### src/rtl/usb_uc_loader.sv
// Microcode loader: parses a framed byte stream into 16-bit words and writes them
// to the microcode RAM at sequential wrapping addresses, with an optional checksum.
module usb_uc_loader #(
    parameter int ADDR_W  = 8,
    parameter bit CSUM_EN = 1'b1
) (
    input  logic              clk,
    input  logic              rst,
    input  logic [7:0]        in_data,
    input  logic              in_valid,
    output logic              in_ready,
    output logic [ADDR_W-1:0] uc_addr,
    output logic [15:0]       uc_data,
    output logic              uc_we,
    output logic              busy,
    output logic              done,
    output logic              ok
);

    typedef enum logic [2:0] {
        HDR_ADDR,
        HDR_CNT,
        W_LO,
        W_HI,
        CS_LO,
        CS_HI,
        FIN
    } state_t;

    state_t            state_q, state_d;
    logic [ADDR_W-1:0] ptr_q, ptr_d;
    logic [8:0]        cnt_q, cnt_d;
    logic [15:0]       sum_q, sum_d;
    logic [7:0]        lo_q, lo_d;
    logic [7:0]        cs_lo_q, cs_lo_d;
    logic [ADDR_W-1:0] uc_addr_q, uc_addr_d;
    logic [15:0]       uc_data_q, uc_data_d;
    logic              uc_we_q, uc_we_d;
    logic              ok_q, ok_d;
    logic              accept;
    logic [15:0]       word;

    assign in_ready = (state_q != FIN);
    assign busy     = (state_q != HDR_ADDR);
    assign done     = (state_q == FIN);
    assign uc_addr  = uc_addr_q;
    assign uc_data  = uc_data_q;
    assign uc_we    = uc_we_q;
    assign ok       = ok_q;

    assign accept = in_valid & in_ready;
    assign word   = {in_data, lo_q};

    always_comb begin
        state_d   = state_q;
        ptr_d     = ptr_q;
        cnt_d     = cnt_q;
        sum_d     = sum_q;
        lo_d      = lo_q;
        cs_lo_d   = cs_lo_q;
        uc_addr_d = uc_addr_q;
        uc_data_d = uc_data_q;
        uc_we_d   = 1'b0;
        ok_d      = ok_q;
        case (state_q)
            HDR_ADDR: if (accept) begin
                ptr_d   = ADDR_W'(in_data);
                state_d = HDR_CNT;
            end
            HDR_CNT: if (accept) begin
                // A count byte of zero stands for a full 256-word frame.
                cnt_d   = (in_data == 8'd0) ? 9'd256 : {1'b0, in_data};
                sum_d   = 16'd0;
                state_d = W_LO;
            end
            W_LO: if (accept) begin
                lo_d    = in_data;
                state_d = W_HI;
            end
            W_HI: if (accept) begin
                uc_data_d = word;
                uc_addr_d = ptr_q;
                uc_we_d   = 1'b1;
                ptr_d     = ptr_q + ADDR_W'(1);
                cnt_d     = cnt_q - 9'd1;
                sum_d     = sum_q + word;
                if (cnt_q == 9'd1) begin
                    if (CSUM_EN) begin
                        state_d = CS_LO;
                    end else begin
                        ok_d    = 1'b1;
                        state_d = FIN;
                    end
                end else begin
                    state_d = W_LO;
                end
            end
            CS_LO: if (accept) begin
                cs_lo_d = in_data;
                state_d = CS_HI;
            end
            CS_HI: if (accept) begin
                ok_d    = ({in_data, cs_lo_q} == sum_q);
                state_d = FIN;
            end
            FIN:     state_d = HDR_ADDR;
            default: state_d = HDR_ADDR;
        endcase
    end

    always_ff @(posedge clk or negedge rst) begin
        if (!rst) begin
            state_q   <= HDR_ADDR;
            ptr_q     <= '0;
            cnt_q     <= '0;
            sum_q     <= '0;
            lo_q      <= '0;
            cs_lo_q   <= '0;
            uc_addr_q <= '0;
            uc_data_q <= '0;
            uc_we_q   <= 1'b0;
            ok_q      <= 1'b0;
        end else begin
            state_q   <= state_d;
            ptr_q     <= ptr_d;
            cnt_q     <= cnt_d;
            sum_q     <= sum_d;
            lo_q      <= lo_d;
            cs_lo_q   <= cs_lo_d;
            uc_addr_q <= uc_addr_d;
            uc_data_q <= uc_data_d;
            uc_we_q   <= uc_we_d;
            ok_q      <= ok_d;
        end
    end

endmodule

### config.mk
export PLATFORM = sky130hd
export DESIGN_NAME = usb_uc_loader
export DESIGN_NICKNAME = d
export VERILOG_FILES = /design/src/rtl/usb_uc_loader.sv
export SDC_FILE = /design/constraint.sdc
export NUM_CORES = 1
export LEC_CHECK = 0
export CORE_MARGIN = 4
export CORE_UTILIZATION = 35
export DETAILED_ROUTE_END_ITERATION = 8
export PLACE_DENSITY = 0.62
export SLEW_MARGIN = 15
export SYNTH_ARGS = -nofsm -noshare
export SYNTH_HDL_FRONTEND = slang
export SYNTH_SLANG_ARGS = --single-unit
### constraint.sdc
create_clock -name clk -period 2.4 [get_ports clk]
set_input_delay 0.48 -clock clk [delete_from_list [all_inputs] [get_ports clk]]
set_output_delay 0.48 -clock clk [all_outputs]
set_load 0.05 [all_outputs]
==> metrics.yaml, run 1 <==
place_area_sq_um: 4962
clkTransAtPathRegs_ps: 60
cts_tree: "yes"
drt_iter0_drc: 280
post-route-util_pct: 45.35
grt_pass1_vias: 3506
slew_headroom_pct: 65.89
fin_tns_setup_ps: 0
multiInputGateArea_sq_um: 2100
fmax_ghz: 0.4390
maxSlewViolCount: 0
async_reset_ff_share_pct: 100.0
final_cells: 666
grt_pass1_wl_um: 18440
clkSinkCount: 78
ys_seq_elements: 78
tightest_slew_ps: 507.0
fin_crit_sh_pct: 94.91
path_class: "input port to flop"
ys.flop_type: "dfrtp_1"
cts_buffers: 9
die_y_um: 117.3
placedCellCount: 649
htree_levels: 3
seqPwrFrac_pct: 30.5
pre_cts_slack_ps: -192.1
yosysMostFrequentCell: "nand2_1"
num_rows: 39
wl_per_cell_um: 16.58
hold_class: "input port to async pin"
fin_skew_ps: 7.045
yosysSeqAreaShare_pct: 46.69
final.min_clock_period_ps: 2278
ys_warn_count: 0
syn_area_sq_um: 4180
p_per_area_nw_per_um2: 1519
peakVddDrop_v: 0.0006158
status: "completed"
finalHoldViolations: 0
rsz0062_at_grt: "no"
yosys.area.top_type: "dfrtp_1"
setup_viol: 0
synth_common_cells: "nand2_1 (99), dfrtp_1 (78), o21ai_0 (36)"
drive_above_1_share_pct: 15.68
met1_usage_pct: 24.71
dp_hpwl_um: 8007
crit_arrival_ps: 2500
syn_area_per_cell_sq_um: 9.269
regArea_sq_um: 1952
vias: 3509
gr-usage-met3_pct: 2.879
clkLatencyLatePin_ps: 340
dr.pass1.iters: 5
grt_max_degree: 45
fin_area_sq_um: 5245
nFillCells: 1113
drc: 0
setup_ws_ps: 122.2
netlist_top_cells_area: "dfrtp_1 (47%), nand2_1 (8.9%), ha_1 (5.4%), o21ai_0 (4.3%), mux2_2 (4.0%)"
cp-end-kind: "flop"
worstPathMaxFanout: 5
pwr-share-clk_pct: 15.9
port_buffers: 39
synth_nets: 481
design.final.nets: 548
die_area_sq_um: 13760
cts_buffer_depth: 2
drv_cap: 0
intPower_mw: 4.407
grt-ovfl-total: 0
ant_nets: 0
synth_edf_count: 0
cp-start-kind: "input port"
initial_core_util_pct: 36.15
finalWirelength_um: 11040
p_sw_share_pct: 44.70
netSwitchingPower_mw: 3.562
area_growth_pct: 25.47
coreArea_sq_um: 11560
clock-root-buffer: "clkbuf_16"
ios: 40
grt_antenna_before_repair: 0
fp.dieW_um: 117.3
vias_per_cell: 5.269
busiest_layer: "met2"
synth_top_area_share_pct: 46.69
diodes: 0
met2_usage_pct: 27.26
required_ps: 2620
grt_use_total_pct: 17.40
synth_cell_types: 52
leakage_nw: 2.335
synthCells: 451
globalplace.congestion: 0.8690
p_comb_share_pct: 53.6
[repair_timing]
action	CTS	global route
resized for setup	1	4
hold buffers	0	0
pin swaps	0	1
setup endpoints to repair	1	3
setup buffers	0	1
[path summary, 6_finish.rpt]
kind	start	end	slack [ps]	cells past startpoint
max reg2reg	sum_q[0]	sum_q[10]	120	9
max in group asynchronous	rst	lo_q[7]	1710	2
min in group clk	uc_data[0]	uc_data[0]	470	2
min	rst	ptr_q[3]	110	1
min reg2reg	uc_data[0]	uc_data[0]	470	2
max	in_data[1]	sum_q[15]	120	7
[placed cells by master (no fill, tap or decap), drive strengths merged, types with 13 or more instances in the layout]
cell and n:
nor2 26, ha 18, mux2 15, dfrtp 78, a21oi 28, nand3 13, o21ai 36, nand2 99
clkdlybuf4s50 35, buf 41
[cell families (layout without fill, tap and decap cells)]
group	Yosys count	count (layout)	share of synthesized area, %
AND/OR/NAND/NOR	176	176	18.95
flip-flops	78	78	46.69
buffers and inverters	33	105	3.202
adder cells (fa/ha/maj)	19	19	5.867
XOR/XNOR	24	24	5.028
multiplexers	16	16	4.280
AO/OA/AOI/OAI	105	105	15.98
[metrics by stage]
stage / power (mW) / hold WS, ps
finish: 7.969 / 112.1
floorplan: 5.320 / 184.4
global route: 8.593 / 167.5
detailed placement: 6.692 / 462.8
global placement: 6.594 / 459.8
CTS: 7.994 / 131.8
[power groups by stage]
stage / logic, mW / registers (mW) / clock network (mW)
3_3_place_gp: 4.17 / 2.43 / 0
4_1_cts: 4.26 / 2.43 / 1.30
6_report: 4.27 / 2.43 / 1.26
3_5_place_dp: 4.24 / 2.45 / 0
2_1_floorplan: 2.35 / 2.97 / 0
5_1_grt: 4.71 / 2.53 / 1.35
[layer usage]
| layer | vias to the layer above | part of all wire (%) |
|---|---|---|
| li1 | 1719 | - |
| met1 | 1712 | 48 |
| met2 | 67 | 46 |
| met3 | 11 | 5.1 |
| met4 | 0 | 1.3 |
| met5 | - | 0 |
[layout make-up]
| class | instances | share of cell area, % |
|---|---|---|
| clock buffers | 12 | 4.699 |
| clock inverters | 4 | 0.4294 |
| inverters | 11 | 0.7872 |
| multi-input cells | 340 | 40.03 |
| flip-flops and latches | 78 | 37.21 |
| well taps | 143 | 3.411 |
| repair buffers | 78 | 13.43 |
[sequential cells by signal, summed over array words and instances (netlist names)]
register and cells:
uc_data 16, sum_q 16, uc_addr 8, cs_lo_q 8, ptr_q 8, state_q 3
uc_we 1, cnt_q 9, ok 1, lo_q 8
[critical path: stages]
cell             delay (ps)
clkdlybuf4s50_1         430
ha_1                    380
nand4_1                 210
a2111oi_4               440
nor3_1                  110
xor2_1                  160
a221o_1                 300
Power figures use the tool's default switching activity.
==> run 2, diff against run 1 <==
--- a/config.mk
+++ b/config.mk
@@ -5,7 +5,6 @@
 export SDC_FILE = /design/constraint.sdc
 export NUM_CORES = 1
 export LEC_CHECK = 0
-export CORE_MARGIN = 4
 export CORE_UTILIZATION = 35
 export DETAILED_ROUTE_END_ITERATION = 8
 export PLACE_DENSITY = 0.62
==> run 2 against run 1 <==
Net effect: the flow now finishes with violations (design-rule violations); non-clock buffer count down 2; largest cell class unchanged; flip-flop and latch count unchanged; hold slack better by 32 ps; power up 1.3%.
==> metrics.yaml, run 2 (synthesis gave the netlist of run 1 again) <==
cts_buffers: 9  # unchanged
dp_hpwl_um: 7572  # was 8007 um
final_cells: 663  # was 666
p_sw_share_pct: 44.33  # was 44.70%
pwr-share-clk_pct: 16.7  # was 15.9%
seqPwrFrac_pct: 30.4  # was 30.5%
htree_levels: 3  # unchanged
crit_arrival_ps: 2530  # was 2500 ps
hold_class: "input port to async pin"  # unchanged
grt-ovfl-total: 0  # unchanged
fin_crit_sh_pct: 96.44  # was 94.91%
vias_per_cell: 5.306  # was 5.269
fin_skew_ps: 6.981  # was 7.045 ps
placedCellCount: 645  # was 649
clkTransAtPathRegs_ps: 60  # about the same
coreArea_sq_um: 11520  # was 11,560 sq um
ant_nets: 0  # unchanged
grt_pass1_wl_um: 18450  # was 18,440 um
required_ps: 2620  # about the same
met1_usage_pct: 25.69  # was 24.71%
final.min_clock_period_ps: 2315  # was 2278 ps
vias: 3518  # was 3,509
path_class: "flop to flop"  # was input port to flop
initial_core_util_pct: 36.30  # was 36.15%
cp-startpoint: "sum_q[0]"  # was in_data[1]
intPower_mw: 4.493  # was 4.407 mW
crit_chain: "ha_2, inv_1, fa_1, nor2b_2, o211ai_1, a31o_2, o21ba_2, xnor2_1, a22o_1"  # was clkdlybuf4s50_1, ha_1, nand4_1, a2111oi_4, nor3_1, xor2_1, a221o_1
p_per_area_nw_per_um2: 1519  # about the same
netSwitchingPower_mw: 3.578  # was 3.562 mW
grt_pass1_vias: 3602  # was 3,506
nFillCells: 1093  # was 1,113
clkLatencyLatePin_ps: 330  # was 340 ps
drt_iter0_drc: 173  # was 280
p_comb_share_pct: 52.9  # was 53.6%
mostFrequentLayoutCell: "nand2_1"  # unchanged
dr.pass1.iters: 7  # was 5
cp-start-kind: "flop"  # was input port
drive_above_1_share_pct: 16.92  # was 15.68%
gr-usage-met3_pct: 3.554  # was 2.879%
wl_per_cell_um: 16.66  # was 16.58 um
design.final.nets: 546  # was 548
leakage_nw: 2.351  # was 2.335 nW
area_growth_pct: 27.09  # was 25.47%
finalHoldViolations: 0  # unchanged
rr_worst_depth: 9  # unchanged
r2r_end: "sum_q[10]"  # unchanged
die_y_um: 111.3  # was 117.3 um
ff2ff_setup_slack_ps: 90  # was 120 ps
hold_buffers: 0  # unchanged
globalplace.congestion: 0.8944  # was 0.8690
clkSinkCount: 78  # unchanged
fmax_ghz: 0.4321  # was 0.4390 GHz
num_rows: 39  # unchanged
grt_use_total_pct: 18.91  # was 17.40%
status: "complete, but fails checks"  # was completed
busiest_layer: "met2"  # unchanged
ios: 40  # unchanged
violations: "design-rule violations"
worstPathMaxFanout: 3  # was 5
diodes: 0  # unchanged
fp.dieW_um: 111.3  # was 117.3 um
port_buffers: 39  # unchanged
grt_antenna_before_repair: 0  # unchanged
die_area_sq_um: 12380  # was 13,760 sq um
cp-end-kind: "flop"  # unchanged
maxSlewViolCount: 0  # unchanged
met2_usage_pct: 30.42  # was 27.26%
cts_buffer_depth: 2  # unchanged
drv_cap: 0  # unchanged
setup_viol: 0  # unchanged
slowest_stage: "fa_1"  # was a2111oi_4
finalWirelength_um: 11050  # was 11,040 um
r2r-start: "sum_q[0]"  # unchanged
grt_max_degree: 45  # unchanged
clock-root-buffer: "clkbuf_16"  # unchanged
pre_cts_slack_ps: -203.2  # was -192.1 ps
slew_headroom_pct: 61.49  # was 65.89%
peakVddDrop_v: 0.0006497  # was 0.0006158 V
mostFrequentLayoutCells: "nand2_1 (99), dfrtp_1 (78), buf_4 (37), o21ai_0 (35), clkdlybuf4s50_1 (33)"  # was nand2_1 (99), dfrtp_1 (78), buf_4 (39), o21ai_0 (35), clkdlybuf4s50_1 (35)
setup_ws_ps: 85.49  # was 122.2 ps
tightest_slew_ps: 577.7  # was 507.0 ps
cts_tree: "yes"  # unchanged
drc: 4  # was 0
crit_path_max_incr_delay_ps: 430  # was 440 ps
[run 2: how the worst max path moves through the flow]
stage / end / depth (start not counted)
final: sum_q[10] / 9
after global routing: sum_q[15] / 8
after CTS: in_ready / 2
after detailed placement: sum_q[15] / 7
after global placement: sum_q[15] / 7
after floorplan: sum_q[15] / 7
[run 2: what timing repair did]
| item | CTS | global route |
|---|---|---|
| resized for setup | 1 | 13 |
| pin swaps | 0 | 3 |
| cloned | 0 | 0 |
| buffers inserted | 0 | 3 |
| setup endpoints to repair | 1 | 5 |
[run 2: critical path, delay by kind of cell, from the launching register on]
family	cells	cell delay (ps)
XOR/XNOR	1	120
flip-flops	1	380
adder cells (fa/ha/maj)	2	650
AND/OR/NAND/NOR	1	170
buffers and inverters	1	50
AO/OA/AOI/OAI	4	830
[run 2: final cells by class]
class                           count  area [sq um]  area share (%)
Clock buffer                        9         225.2           4.239
Clock inverter                      6         63.81           1.201
Inverter                           11         41.29          0.7772
Multi-Input combinational cell    340          2157           40.60
Sequential cell                    78          1952           36.74
Tap cell                          143         178.9           3.368
Timing Repair Buffer               76         694.4           13.07
[run 2: power by group through the flow]
| stage | Combinational [mW] | Sequential, mW | Clock (mW) |
|---|---|---|---|
| 2_1_floorplan | 2.35 | 2.97 | 0 |
| 3_3_place_gp | 4.08 | 2.44 | 0 |
| 3_5_place_dp | 4.16 | 2.46 | 0 |
| 4_1_cts | 4.17 | 2.44 | 1.38 |
| 5_1_grt | 4.72 | 2.53 | 1.43 |
| 6_report | 4.27 | 2.45 | 1.34 |
[run 2: metal layers]
metal  wire length (um)  part of all wire (%)
met1               5199                    47
met2               5189                    47
met3                508                   4.6
met4                147                   1.3
met5                  0                     0
[run 2: per-stage QoR]
step	area (sq um)	power (mW)	TNS (ps)	util, %	hold WS [ps]
global placement	4932	6.516	-524.8	42.83	462.0
detailed placement	4932	6.615	-672.0	42.83	461.5
floorplan	4180	5.320	0	-	184.4
finish	5313	8.071	0	46.13	143.9
CTS	5220	7.992	0	45.33	161.3
global route	5313	8.683	-38.25	46.13	194.9
==> run 3, diff against run 2 <==
--- a/config.mk
+++ b/config.mk
@@ -6,9 +6,10 @@
 export NUM_CORES = 1
 export LEC_CHECK = 0
 export CORE_UTILIZATION = 35
+export CTS_CLUSTER_DIAMETER = 50
 export DETAILED_ROUTE_END_ITERATION = 8
-export PLACE_DENSITY = 0.62
-export SLEW_MARGIN = 15
+export PLACE_DENSITY = 0.63
+export SLEW_MARGIN = 20
 export SYNTH_ARGS = -nofsm -noshare
 export SYNTH_HDL_FRONTEND = slang
 export SYNTH_SLANG_ARGS = --single-unit
==> run 3 against run 2 <==
Net effect: the flow still finishes with violations (design-rule violations); die area unchanged; cell count is 0.75% higher; register-to-register slack improved by 30 ps; clock skew is 1.8 ps higher; largest cell class unchanged; design area up 1.5%; critical endpoint is now sum_q[15]; combinational power is 2% higher; sequential power barely moved; wire length rose by 1.1%.
==> metrics.yaml, run 3 (synthesis gave the netlist of run 1 again) <==
status: "complete, but fails checks"  # unchanged
violations: "design-rule violations"  # unchanged
clkSinkCount: 78  # unchanged
fin_skew_ps: 8.753  # was 6.981 ps
p_per_area_nw_per_um2: 1559  # was 1519 nW/um^2
crit_arrival_ps: 2560  # was 2530 ps
pwr-share-clk_pct: 19.1  # was 16.7%
globalplace.congestion: 0.8747  # was 0.8944
slew_headroom_pct: 61.35  # was 61.49%
leakage_nw: 2.374  # was 2.351 nW
rr_worst_depth: 9  # unchanged
fin_area_sq_um: 5390  # was 5313 sq um
drc: 6  # was 4
ios: 40  # unchanged
drt_iter0_drc: 248  # was 173
cp-end-kind: "flop"  # unchanged
seqPwrFrac_pct: 29.2  # was 30.4%
final.min_clock_period_ps: 2336  # was 2315 ps
place_area_sq_um: 4972  # was 4932 sq um
highest_layer: "met4"  # unchanged
dr_wl_met2_um: 5130  # was 5189 um
htree_levels: 3  # unchanged
fin_crit_sh_pct: 97.31  # was 96.44%
path_delay_family: "buffers and inverters"  # was compound AO/OA/AOI/OAI gates
r2r-start: "lo_q[0]"  # was sum_q[0]
ff2ff_setup_slack_ps: 120  # was 90 ps
p_sw_share_pct: 43.05  # was 44.33%
clock-root-buffer: "clkbuf_16"  # unchanged
die_area_sq_um: 12380  # unchanged
peakVddDrop_v: 0.0005716  # was 0.0006497 V
coreArea_sq_um: 11520  # unchanged
num_rows: 39  # unchanged
grt_antenna_before_repair: 0  # unchanged
finalWirelength_um: 11160  # was 11,050 um
met1_length_um: 5501  # was 5199 um
intPower_mw: 4.787  # was 4.493 mW
required_ps: 2620  # about the same
rsz0062_at_grt: "no"
grt_pass1_wl_um: 18820  # was 18,450 um
port_buffers: 39  # unchanged
setup_viol: 0  # unchanged
route.met3.wl_um: 400  # was 508 um
grt_max_degree: 57  # was 45
tightest_slew_ps: 574.4  # was 577.7 ps
drive_above_1_share_pct: 17.33  # was 16.92%
fin_tns_setup_ps: 0  # unchanged
grt_pass1_vias: 3543  # was 3,602
design.final.nets: 550  # was 546
dp_hpwl_um: 7874  # was 7572 um
diodes: 0  # unchanged
maxSlewViolCount: 0  # unchanged
critPathBufInv: 2  # was 1
grt-ovfl-total: 0  # unchanged
cts_tree: "yes"  # unchanged
dr.pass1.iters: 7  # unchanged
p_comb_share_pct: 51.8  # was 52.9%
clkLatencyLatePin_ps: 340  # was 330 ps
crit_chain: "clkdlybuf4s50_1, ha_1, buf_4, nand2_1, o21ai_0, nor2b_1, nor3_1, xor2_1, a221o_1"  # was ha_2, inv_1, fa_1, nor2b_2, o211ai_1, a31o_2, o21ba_2, xnor2_1, a22o_1
hold_class: "input port to async pin"  # unchanged
slowest_stage: "clkdlybuf4s50_1"  # was fa_1
vias_per_cell: 5.359  # was 5.306
mostFrequentLayoutCells: "nand2_1 (99), dfrtp_1 (78), buf_4 (42), o21ai_0 (36), clkdlybuf4s50_1 (35)"  # was nand2_1 (99), dfrtp_1 (78), buf_4 (37), o21ai_0 (35), clkdlybuf4s50_1 (33)
fp.dieW_um: 111.3  # unchanged
cts_buffer_depth: 2  # unchanged
vias: 3580  # was 3,518
wl_per_cell_um: 16.71  # was 16.66 um
grt_use_total_pct: 19.39  # was 18.91%
mostFrequentLayoutCell: "nand2_1"  # unchanged
die_y_um: 111.3  # unchanged
worstPathMaxFanout: 3  # unchanged
clkTransAtPathRegs_ps: 70  # was 60 ps
crit_path_max_incr_delay_ps: 460  # was 430 ps
ant_nets: 0  # unchanged
crit_cells: 9  # unchanged
cts_buffers: 9  # unchanged
r2r_end: "sum_q[10]"  # unchanged
post_cts.repair.setup_buffers: 0  # unchanged
path_class: "input port to flop"  # was flop to flop
finalHoldViolations: 0  # unchanged
area_growth_pct: 28.94  # was 27.09%
cp-start-kind: "input port"  # was flop
fmax_ghz: 0.4282  # was 0.4321 GHz
drv_cap: 0  # unchanged
initial_core_util_pct: 36.30  # unchanged
netSwitchingPower_mw: 3.618  # was 3.578 mW
[run 3: changes by cell type in the layout (fill, tap and decap cells not counted), moves of 2 or more]
cell             delta
bufinv_16           +2
clkinv_2            -2
dlymetal6s2s_1      -2
buf_4               +5
clkdlybuf4s50_1     +2
[run 3: timing repair]
item,4_1_cts,5_1_grt
gates resized for setup,1,10
hold buffers,0,0
endpoints found under the setup margin,1,4
pin swaps,0,2
[run 3: per-stage QoR]
step           util (%)  hold WS [ps]  setup WS, ps  power [mW]  std cells
2_1_floorplan         -         184.4         297.7       5.320        451
3_3_place_gp      43.18         396.2        -175.9       6.589        652
3_5_place_dp      43.18         398.6        -211.9       6.714        652
4_1_cts           46.20         41.18         28.25       8.365        668
5_1_grt           46.81         46.90         7.326       9.006        668
6_report          46.81         33.42         64.49       8.405        668
[run 3: worst register-to-register path: cells and delay by family, from the launching register on]
| family | cells | cell delay, ps |
|---|---|---|
| fa+ha+maj | 2 | 630 |
| buf+inv | 1 | 70 |
| simple gates | 1 | 160 |
| xor+xnor | 1 | 130 |
| compound gates | 4 | 800 |
| flops | 1 | 380 |
[run 3: worst max path at each step]
stage | slack [ps] | endpoint | startpoint
after floorplan | 300 | sum_q[15] | in_data[2]
after global placement | -180 | sum_q[15] | in_data[4]
after detailed placement | -210 | sum_q[15] | in_data[0]
after CTS | 30 | in_ready | state_q[0]
after global routing | 7 | sum_q[10] | lo_q[0]
final | 60 | sum_q[15] | in_data[2]
[run 3: per-layer routing]
metal / GRT usage [%] / vias to the layer above
li1: - / 1720
met1: 27.79 / 1763
met2: 30.13 / 85
met3: 3.335 / 12
met4: 5.225 / 0
met5: 0 / -
[run 3: final cells by class]
| cell class | count | area, sq um |
|---|---|---|
| Timing Repair Buffer | 80 | 706.9 |
| Multi-Input combinational cell | 340 | 2162 |
| Inverter | 11 | 41.29 |
| Sequential cell | 78 | 1952 |
| Tap cell | 143 | 178.9 |
| Fill cell | 1105 | 6126 |
| Clock buffer | 11 | 242.7 |
| Clock inverter | 5 | 106.4 |
[run 3: power groups by stage]
stage / sequential (mW) / clock, mW / combinational (mW)
finish: 2.45 / 1.60 / 4.35
global route: 2.55 / 1.70 / 4.76
CTS: 2.44 / 1.63 / 4.29
detailed placement: 2.45 / 0 / 4.26
global placement: 2.43 / 0 / 4.16
floorplan: 2.97 / 0 / 2.35
